### config.mk
export PLATFORM = sky130hd
export DESIGN_NAME = time_bcd_converter
export DESIGN_NICKNAME = d
export VERILOG_FILES = /design/src/rtl/time_bcd_converter_pkg.sv /design/src/rtl/bcd_nibble_adj.sv /design/src/rtl/time_bcd_converter.sv
export SDC_FILE = /design/constraint.sdc
export NUM_CORES = 1
export LEC_CHECK = 0
export ABC_CLOCK_PERIOD_IN_PS = 2800
export BUFFER_PORTS_ARGS = -buffer_cell sky130_fd_sc_hd__clkbuf_2
export CORE_UTILIZATION = 50
export CTS_BUF_LIST = sky130_fd_sc_hd__clkbuf_4 sky130_fd_sc_hd__clkbuf_8
export DETAILED_ROUTE_END_ITERATION = 10
export GPL_ROUTABILITY_DRIVEN = 0
export GPL_TIMING_DRIVEN = 0
export PLACE_DENSITY = 0.76
export SYNTH_ARGS = -nofsm -noshare
export SYNTH_HDL_FRONTEND = slang
export SYNTH_SLANG_ARGS = --single-unit
### constraint.sdc
create_clock -name MCLK -period 2.8 [get_ports MCLK]
set_clock_uncertainty 0.1 [all_clocks]
set_input_delay 0.28 -clock MCLK [delete_from_list [all_inputs] [get_ports MCLK]]
set_output_delay 0.28 -clock MCLK [all_outputs]
set_load 0.01 [all_outputs]
### src/rtl/time_bcd_converter_pkg.sv
// Shared tempsense definitions for the elapsed-time BCD conversion path.
package time_bcd_converter_pkg;

    localparam int unsigned TIME_BIN_WIDTH  = 16;
    localparam int unsigned TIME_BCD_DIGITS = 5;

    typedef logic [3:0] bcd_digit_t;

    typedef enum logic [1:0] {
        ST_IDLE  = 2'd0,
        ST_SHIFT = 2'd1,
        ST_DONE  = 2'd2
    } conv_state_e;

endpackage

### src/rtl/bcd_nibble_adj.sv
// Double-dabble digit correction: add 3 to a BCD nibble of 5 or more.
module bcd_nibble_adj
    import time_bcd_converter_pkg::*;
(
    input  bcd_digit_t nib,
    output bcd_digit_t nib_adj
);

    always_comb begin
        nib_adj = (nib >= 4'd5) ? bcd_digit_t'(nib + 4'd3) : nib;
    end

endmodule

### src/rtl/time_bcd_converter.sv
// Sequential double-dabble of the elapsed-seconds value into packed BCD,
// one bit per clock, with a leading-zero blanking mask for the display stage.
module time_bcd_converter
    import time_bcd_converter_pkg::*;
#(
    parameter int unsigned BIN_WIDTH   = TIME_BIN_WIDTH,
    parameter int unsigned DIGITS      = TIME_BCD_DIGITS,
    parameter bit          AUTO_UPDATE = 1'b1
) (
    input  logic                  MCLK,
    input  logic                  RESET,
    input  logic [BIN_WIDTH-1:0]  BIN,
    input  logic                  BIN_OVFL,
    input  logic                  CONV_START,
    output logic                  BUSY,
    output logic [4*DIGITS-1:0]   BCD_OUT,
    output logic [DIGITS-1:0]     BLANK,
    output logic                  OVFL_OUT,
    output logic                  BCD_VALID
);

    localparam int unsigned BCD_W = 4 * DIGITS;
    localparam int unsigned CNT_W = (BIN_WIDTH > 1) ? $clog2(BIN_WIDTH) : 1;
    localparam logic [DIGITS-1:0] BLANK_RST = ~DIGITS'(1);

    conv_state_e            state_q;
    conv_state_e            state_d;
    logic [BIN_WIDTH-1:0]   bin_sr;
    logic [BIN_WIDTH-1:0]   last_bin;
    logic [BCD_W-1:0]       bcd_sr;
    logic [BCD_W-1:0]       bcd_adj;
    logic [CNT_W-1:0]       cnt;
    logic                   ovfl_cap;
    logic                   last_ovfl;
    logic                   start_c;
    logic                   load_c;
    logic                   shift_c;
    logic                   publish_c;
    logic                   lz_run;
    logic [DIGITS-1:0]      blank_c;

    for (genvar d = 0; d < DIGITS; d++) begin : g_adj
        bcd_nibble_adj u_adj (
            .nib     (bcd_sr[4*d +: 4]),
            .nib_adj (bcd_adj[4*d +: 4])
        );
    end

    // Next-state and datapath control
    always_comb begin
        state_d   = state_q;
        load_c    = 1'b0;
        shift_c   = 1'b0;
        publish_c = 1'b0;
        start_c   = CONV_START |
                    (AUTO_UPDATE && ((BIN != last_bin) || (BIN_OVFL != last_ovfl)));
        case (state_q)
            ST_IDLE: begin
                if (start_c) begin
                    load_c  = 1'b1;
                    state_d = ST_SHIFT;
                end
            end
            ST_SHIFT: begin
                shift_c = 1'b1;
                if (cnt == CNT_W'(BIN_WIDTH - 1)) begin
                    state_d = ST_DONE;
                end
            end
            ST_DONE: begin
                publish_c = 1'b1;
                state_d   = ST_IDLE;
            end
            default: state_d = ST_IDLE;
        endcase
    end

    // Leading-zero mask: a digit blanks only if it and every higher digit are zero
    always_comb begin
        blank_c = '0;
        lz_run  = 1'b1;
        for (int k = int'(DIGITS) - 1; k > 0; k--) begin
            lz_run     = lz_run & (bcd_sr[4*k +: 4] == 4'd0);
            blank_c[k] = lz_run;
        end
    end

    assign BUSY = (state_q != ST_IDLE);

    always_ff @(posedge MCLK or posedge RESET) begin
        if (RESET) begin
            state_q <= ST_IDLE;
        end else begin
            state_q <= state_d;
        end
    end

    always_ff @(posedge MCLK or posedge RESET) begin
        if (RESET) begin
            bin_sr    <= '0;
            bcd_sr    <= '0;
            cnt       <= '0;
            ovfl_cap  <= 1'b0;
            last_bin  <= '0;
            last_ovfl <= 1'b0;
            BCD_OUT   <= '0;
            BLANK     <= BLANK_RST;
            OVFL_OUT  <= 1'b0;
            BCD_VALID <= 1'b0;
        end else begin
            BCD_VALID <= publish_c;
            if (load_c) begin
                bin_sr    <= BIN;
                bcd_sr    <= '0;
                cnt       <= '0;
                ovfl_cap  <= BIN_OVFL;
                last_bin  <= BIN;
                last_ovfl <= BIN_OVFL;
            end
            // Correction uses the pre-shift digits; adjust and shift land together
            if (shift_c) begin
                bcd_sr <= {bcd_adj[BCD_W-2:0], bin_sr[BIN_WIDTH-1]};
                bin_sr <= {bin_sr[BIN_WIDTH-2:0], 1'b0};
                cnt    <= cnt + CNT_W'(1);
            end
            if (publish_c) begin
                BCD_OUT  <= bcd_sr;
                BLANK    <= blank_c;
                OVFL_OUT <= ovfl_cap;
            end
        end
    end

endmodule

Word level (Yosys, flattened, before mapping)
Cells that the tools add are included.
W data, S select, Z words.
{"block": "totals", "regBits": 85, "latchBits": 0, "ram_bits": 0, "mem_bits_ro": 0, "inputBits": 20, "output_inout_bits": 28, "elab_cells": 59, "n_memories": 0}
{"block": "classes", "add_sub_neg": 6, "multipliers": 0, "n_div": 0, "order_cmp": 5, "eq_ne": 7, "shifts": 0, "mux": 18, "n_bitwise": 4, "reduce_logical": 9}
{"operator": "$mux W20", "n": 2}
{"operator": "$mux W16", "n": 2}
{"operator": "$mux W4", "n": 6}
{"operator": "$ge A4 B3 Y1 const B", "n": 5}
{"operator": "$add A4 B2 Y4 const B", "n": 4}
{"operator": "$logic_not A4 Y1", "n": 4}
{"operator": "$ne A16 B16 Y1", "n": 1}
{"operator": "$add A4 B1 Y4 const B", "n": 1}
{"operator": "$eq A4 B4 Y1 const B", "n": 1}
{"operator": "$mux W1", "n": 4}
{"operator": "$mux W2", "n": 2}
{"operator": "$ne A2 B2 Y1 const B", "n": 2}
{"operator": "$pmux W2 S2", "n": 1}
{"operator": "$reduce_bool A2 Y1", "n": 2}
{"operator": "$add A3 B2 Y3 const B", "n": 1}
{"operator": "$and A1 B1 Y1", "n": 3}
{"operator": "$mux W3", "n": 1}
{"operator": "$eq A2 B1 Y1 const B", "n": 1}
{"operator": "$eq A2 B2 Y1 const B", "n": 1}
{"operator": "$logic_not A2 Y1", "n": 1}
{"operator": "$reduce_and A2 Y1", "n": 1}
{"operator": "$logic_or A1 B1 Y1", "n": 1}
{"operator": "$ne A1 B1 Y1", "n": 1}
{"operator": "$or A1 B1 Y1", "n": 1}

Longest topological paths before layout
{"block": "depth", "depth_word": 7, "mapped_depth": 7, "depth_no_buf": 7}

Modules after synthesis
A second synthesis with hierarchy kept.
{"block": "hier_totals", "hier_cells": 467, "area_unflattened_um2": 4414.2}
{"mod": "time_bcd_converter", "n_inst": 1, "cells_per_inst": 387, "area_each_um2": 3907.5, "seq_area_each_um2": 2132.0}
{"mod": "bcd_nibble_adj", "n_inst": 5, "cells_per_inst": 16, "area_each_um2": 101.3, "seq_area_each_um2": 0.0}

Worst setup path before layout
Ideal clock, no wire load.
{"block": "synth_timing", "path_type": "register to register", "from": "register last_bin[10]", "to": "register bin_sr[10]", "setup_ns": 0.125, "arrival_ns": 1.905, "required_ns": 2.575, "path_slack_ns": 0.670, "path_stages_with_launch": 7, "n_path_buf": 1, "synth_period_minus_slack_ns": 2.130, "cell_sequence": "dfrtp_1 -> xnor2_1 -> nand2_1 -> or4_4 -> o31ai_4 -> buf_6 -> mux2_2"}
{"block": "synth_via", "elab_chain_len": 6}
{"element": "start, declared", "line": "time_bcd_converter.sv:29", "text": "logic [BIN_WIDTH-1:0] last_bin;"}
{"element": "start signal, assigned", "line": "time_bcd_converter.sv:104", "text": "last_bin <= '0;"}
{"element": "start signal, assigned", "line": "time_bcd_converter.sv:117", "text": "last_bin <= BIN;"}
{"element": "$ne A16 B16 Y1", "line": "time_bcd_converter.sv:56", "text": "(AUTO_UPDATE && ((BIN != last_bin) || (BIN_OVFL != last_ovfl)));"}
{"element": "$logic_or A1 B1 Y1", "line": "time_bcd_converter.sv:56"}
{"element": "$or A1 B1 Y1", "line": "time_bcd_converter.sv:55", "text": "start_c = CONV_START |"}
{"element": "$mux W1", "line": "time_bcd_converter.sv:59", "text": "if (start_c) begin"}
{"element": "$mux W1", "line": "time_bcd_converter.sv:57", "text": "case (state_q)"}
{"element": "$reduce_bool A2 Y1 (no source line)"}
{"element": "end signal, assigned", "line": "time_bcd_converter.sv:123", "text": "bin_sr <= {bin_sr[BIN_WIDTH-2:0], 1'b0};"}
{"element": "end, declared", "line": "time_bcd_converter.sv:28", "text": "logic [BIN_WIDTH-1:0] bin_sr;"}
Every way passes these cells.
A chain may end at the register's enable or synchronous reset.

Final worst setup path
{"block": "layout_timing", "from": "register last_ovfl", "to": "register last_bin[6]"}
{"block": "layout_via", "elab_chain_len": 5}
{"element": "start, declared", "line": "time_bcd_converter.sv:34", "text": "logic last_ovfl;"}
{"element": "start signal, assigned", "line": "time_bcd_converter.sv:105", "text": "last_ovfl <= 1'b0;"}
{"element": "start signal, assigned", "line": "time_bcd_converter.sv:118", "text": "last_ovfl <= BIN_OVFL;"}
{"element": "$ne A1 B1 Y1", "line": "time_bcd_converter.sv:56"}
{"element": "$logic_or A1 B1 Y1", "line": "time_bcd_converter.sv:56"}
{"element": "$or A1 B1 Y1", "line": "time_bcd_converter.sv:55"}
{"element": "$mux W1", "line": "time_bcd_converter.sv:59"}
{"element": "$mux W1", "line": "time_bcd_converter.sv:57"}
Every way passes these cells.

==> impl_metrics.tcl <==
set metrics [dict create \
    status "completed" \
    max_freq_mhz 426 \
    postSynth.topFlopCell "sky130_fd_sc_hd__dfrtp_1" \
    drtAntennaViolNets 0 \
    netSwitchingFraction_pct 35.0 \
    timing_worst_slew_pin_value_ns 0.558 \
    syn_area_per_cell_sq_um 11.0 \
    via_count 2809 \
    die-area_sq_mm 0.00852 \
    comb_power_share_pct 39.6 \
    post-route-min-period_ns 2.35 \
    antennaDiodeCount 0 \
    timing.reg2reg.setup_slack_ns 0.45 \
    setup_viol 0 \
    drt-vias-per-instance 5.23 \
    netlist.top_cell.by_area "sky130_fd_sc_hd__dfrtp_1" \
    p_clk_share_pct 17.4 \
    post_synth_main_area_contributors "sky130_fd_sc_hd__dfrtp_1 50%, sky130_fd_sc_hd__mux2_2 12%, sky130_fd_sc_hd__nand2_1 6.5%" \
    worstSkewPairLatency_ns 0.35 \
    ir_drop_worst_case_vdd_uv 568 \
    floorplan.die.width_microns 92.3 \
    post_dp_cell_area_sq_mm 0.00446 \
    final_max_slew_viol_count 0 \
    ys_types 37 \
    post_cts.resized_instances 0 \
    cp.required_ns 2.93 \
    holdWs_ns 0.0804 \
    period_share_pct 83.9 \
    io_pins 48 \
    timing_worst_setup_path_type "reg2reg" \
    clockBufferDepth 2 \
    core_area_sq_mm 0.00781 \
    unrepaired_setup_endpoints_after_global_routing "false" \
    cellPowerDensity_mw_per_mm2 1100 \
    number_of_clock_buffers_inserted_by_tritoncts 9 \
    synth.yosys.warnings 0 \
    nFillCells 674 \
    finalPower_w 0.00513 \
    flow.area_growth_from_synthesis_pct 14.9 \
    switching_power_of_the_nets_w 0.00180 \
    floorplan.initialDensity_pct 52.2 \
    final_net_count 464 \
    layout-drive-gt1-share_pct 28.3 \
    proportion_of_synthesized_flip_flops_having_asynchronous_set_or_reset_pct 100 \
    grt_pass1_wl_mm 13.3 \
    final_design_area_no_fill_sq_mm 0.00468 \
    setup-tns-final_ns 0 \
    level_count_of_the_clock_h_tree 3 \
    cts.sinks 85 \
    clkTransAtPathRegs_ns 0.08 \
    post-route-drc-count 0 \
    cts_post_setup_buffers_inserted 0 \
    cp-start-kind "flip-flop" \
    setup.worst_path.end_class "flip-flop" \
    cts_root_buf "sky130_fd_sc_hd__clkbuf_8" \
    grt_start_max_net_pins 65 \
    cap_violations 0 \
    synth_enable_flop_cells 0 \
    hold_buffers 1 \
    antenna_violations_before_repair 0 \
    synth.top_cell.area_share_pct 49.7 \
    place.port_buffers 46 \
    dp.final_hpwl_mm 5.49 \
    ys_ff_latch 85 \
    placementRows 32 \
    crit_fanout 10 \
    data_arrival_time_of_the_worst_path_ns 2.48 \
    mappedNetlistNets 405 \
    drt_pass1_iterations 4 \
    min-delay-path-class "in2reg" \
    detailedRoute.firstIterationViolations 115 \
    syn-cell-area_sq_mm 0.00408 \
    final_hold_viol_count 0 \
    drt-total-wl_mm 7.68 \
    p_leak_nw 2.29 \
    seq_pwr_share_pct 43.0 \
    slew-limit-headroom_pct 62.8 \
    globalRouteTotalUtil_pct 20.2 \
    clock_tree_from_tritoncts "yes" \
    grt_pass1_vias 2872 \
    fraction_of_the_yosys_area_taken_by_sequential_cells_pct 52.3 \
    p_int_w 0.00334 \
    die_height_microns 92.3 \
    wire_per_inst_microns 14.3 \
    post_synth_inst_count 371 \
    total_congestion_overflow 0 \
]
-- power by group through the flow --
stage               combinational (W)  sequential (W)  clock, W
floorplan                     0.00150         0.00221         0
global placement              0.00195         0.00220         0
detailed placement            0.00205         0.00223         0
CTS                           0.00206         0.00221  0.000914
global route                  0.00229         0.00229  0.000967
finish                        0.00203         0.00221  0.000893
-- final cells by class --
cell class	count	area [sq um]	share of cell area (%)
multi-input cells	252	1790	38.1
clock buffers	12	165	3.53
plain buffers	17	93.8	2.00
flip-flops and latches	85	2130	45.5
inverters	17	66.3	1.42
repair buffers	48	268	5.72
well taps	102	128	2.72
clock inverters	4	45.0	0.962
-- registers in the layout, indices dropped and copies added, names as in the netlist --
register / cells
BCD_VALID: 1
BLANK: 4
last_bin: 16
OVFL_OUT: 1
state_q: 2
bin_sr: 16
BCD_OUT: 20
bcd_sr: 20
cnt: 4
last_ovfl: 1
-- metal layers --
| metal | GRT usage [%] | wire length (microns) |
|---|---|---|
| met3 | 5.83 | 286 |
| met4 | 4.82 | 55 |
| met1 | 25.2 | 3420 |
| met2 | 34.9 | 3910 |
| met5 | 0 | 0 |
-- cell usage in the layout, fill, tap and decap left out, drive strengths merged, types with 2 or more instances in the layout --
cell type / n
a21o: 2
a21oi: 9
a22o: 19
buf: 11
clkbuf: 65
clkinv: 3
dfrtp: 81
dfstp: 4
ha: 14
inv: 17
mux2: 45
nand2: 71
nand2b: 6
nand3: 4
nor2: 9
nor3: 2
nor3b: 4
nor4: 2
o21ai: 27
o21bai: 2
o2bb2ai: 6
xnor2: 11
xor2: 8
-- synthesized netlist by cell type (2+ instances only) --
| library cell | number |
|---|---|
| sky130_fd_sc_hd__clkbuf_1 | 7 |
| sky130_fd_sc_hd__nor2_1 | 9 |
| sky130_fd_sc_hd__xor2_1 | 8 |
| sky130_fd_sc_hd__buf_2 | 3 |
| sky130_fd_sc_hd__nor3b_1 | 4 |
| sky130_fd_sc_hd__o21bai_1 | 2 |
| sky130_fd_sc_hd__ha_1 | 14 |
| sky130_fd_sc_hd__dfrtp_1 | 81 |
| sky130_fd_sc_hd__o21ai_0 | 27 |
| sky130_fd_sc_hd__buf_1 | 2 |
| sky130_fd_sc_hd__nand2_1 | 71 |
| sky130_fd_sc_hd__buf_6 | 2 |
| sky130_fd_sc_hd__a21o_1 | 2 |
| sky130_fd_sc_hd__o2bb2ai_1 | 6 |
| sky130_fd_sc_hd__nand2b_1 | 6 |
| sky130_fd_sc_hd__inv_1 | 17 |
| sky130_fd_sc_hd__mux2_2 | 44 |
| sky130_fd_sc_hd__buf_4 | 3 |
| sky130_fd_sc_hd__a22o_1 | 19 |
| sky130_fd_sc_hd__xnor2_1 | 11 |
| sky130_fd_sc_hd__nor3_1 | 2 |
| sky130_fd_sc_hd__nand3_1 | 4 |
| sky130_fd_sc_hd__nor4_1 | 2 |
| sky130_fd_sc_hd__dfstp_2 | 4 |
| sky130_fd_sc_hd__a21oi_1 | 9 |
-- worst paths after layout --
kind / startpoint / endpoint / cells past startpoint
setup / recovery: last_ovfl / last_bin[6] / 7
hold / removal: BIN[5] / last_bin[5] / 2
setup reg to reg: last_ovfl / last_bin[6] / 7
hold reg to reg: BLANK[3] / BLANK[3] / 2
max in group asynchronous: RESET / bcd_sr[19] / 4
min in group asynchronous: RESET / BCD_OUT[16] / 3
-- worst max-delay path, cell delays in order, from the launching register on --
cell                       delay (ns)
sky130_fd_sc_hd__dfrtp_1         0.41
sky130_fd_sc_hd__xnor2_1         0.18
sky130_fd_sc_hd__nand4_1         0.14
sky130_fd_sc_hd__or4_4           0.47
sky130_fd_sc_hd__o21bai_1        0.16
sky130_fd_sc_hd__buf_4           0.20
sky130_fd_sc_hd__buf_4           0.22
sky130_fd_sc_hd__mux2_2          0.35
-- metrics by stage --
| stage | utilization (%) | std cells | worst slack [ns] |
|---|---|---|---|
| finish | 60.0 | 537 | 0.451 |
| global route | 60.0 | 537 | 0.353 |
| CTS | 60.0 | 537 | 0.436 |
| detailed placement | 57.2 | 520 | 0.459 |
| global placement | 56.8 | 519 | -0.684 |
| floorplan | - | 371 | 0.233 |
-- cell families after synthesis --
kind of cell | after synthesis | synth area share (%)
AOI/OAI and AO/OA | 69 | 11.7
xor gates and xnor gates | 19 | 4.08
adders and majority gates | 14 | 4.30
other | 1 | 0.0920
muxes | 46 | 12.7
and+or+nand+nor | 103 | 11.0
DFF | 85 | 52.3
buffers and inverters | 34 | 3.87
No activity file was read; power rests on OpenSTA's default activity.
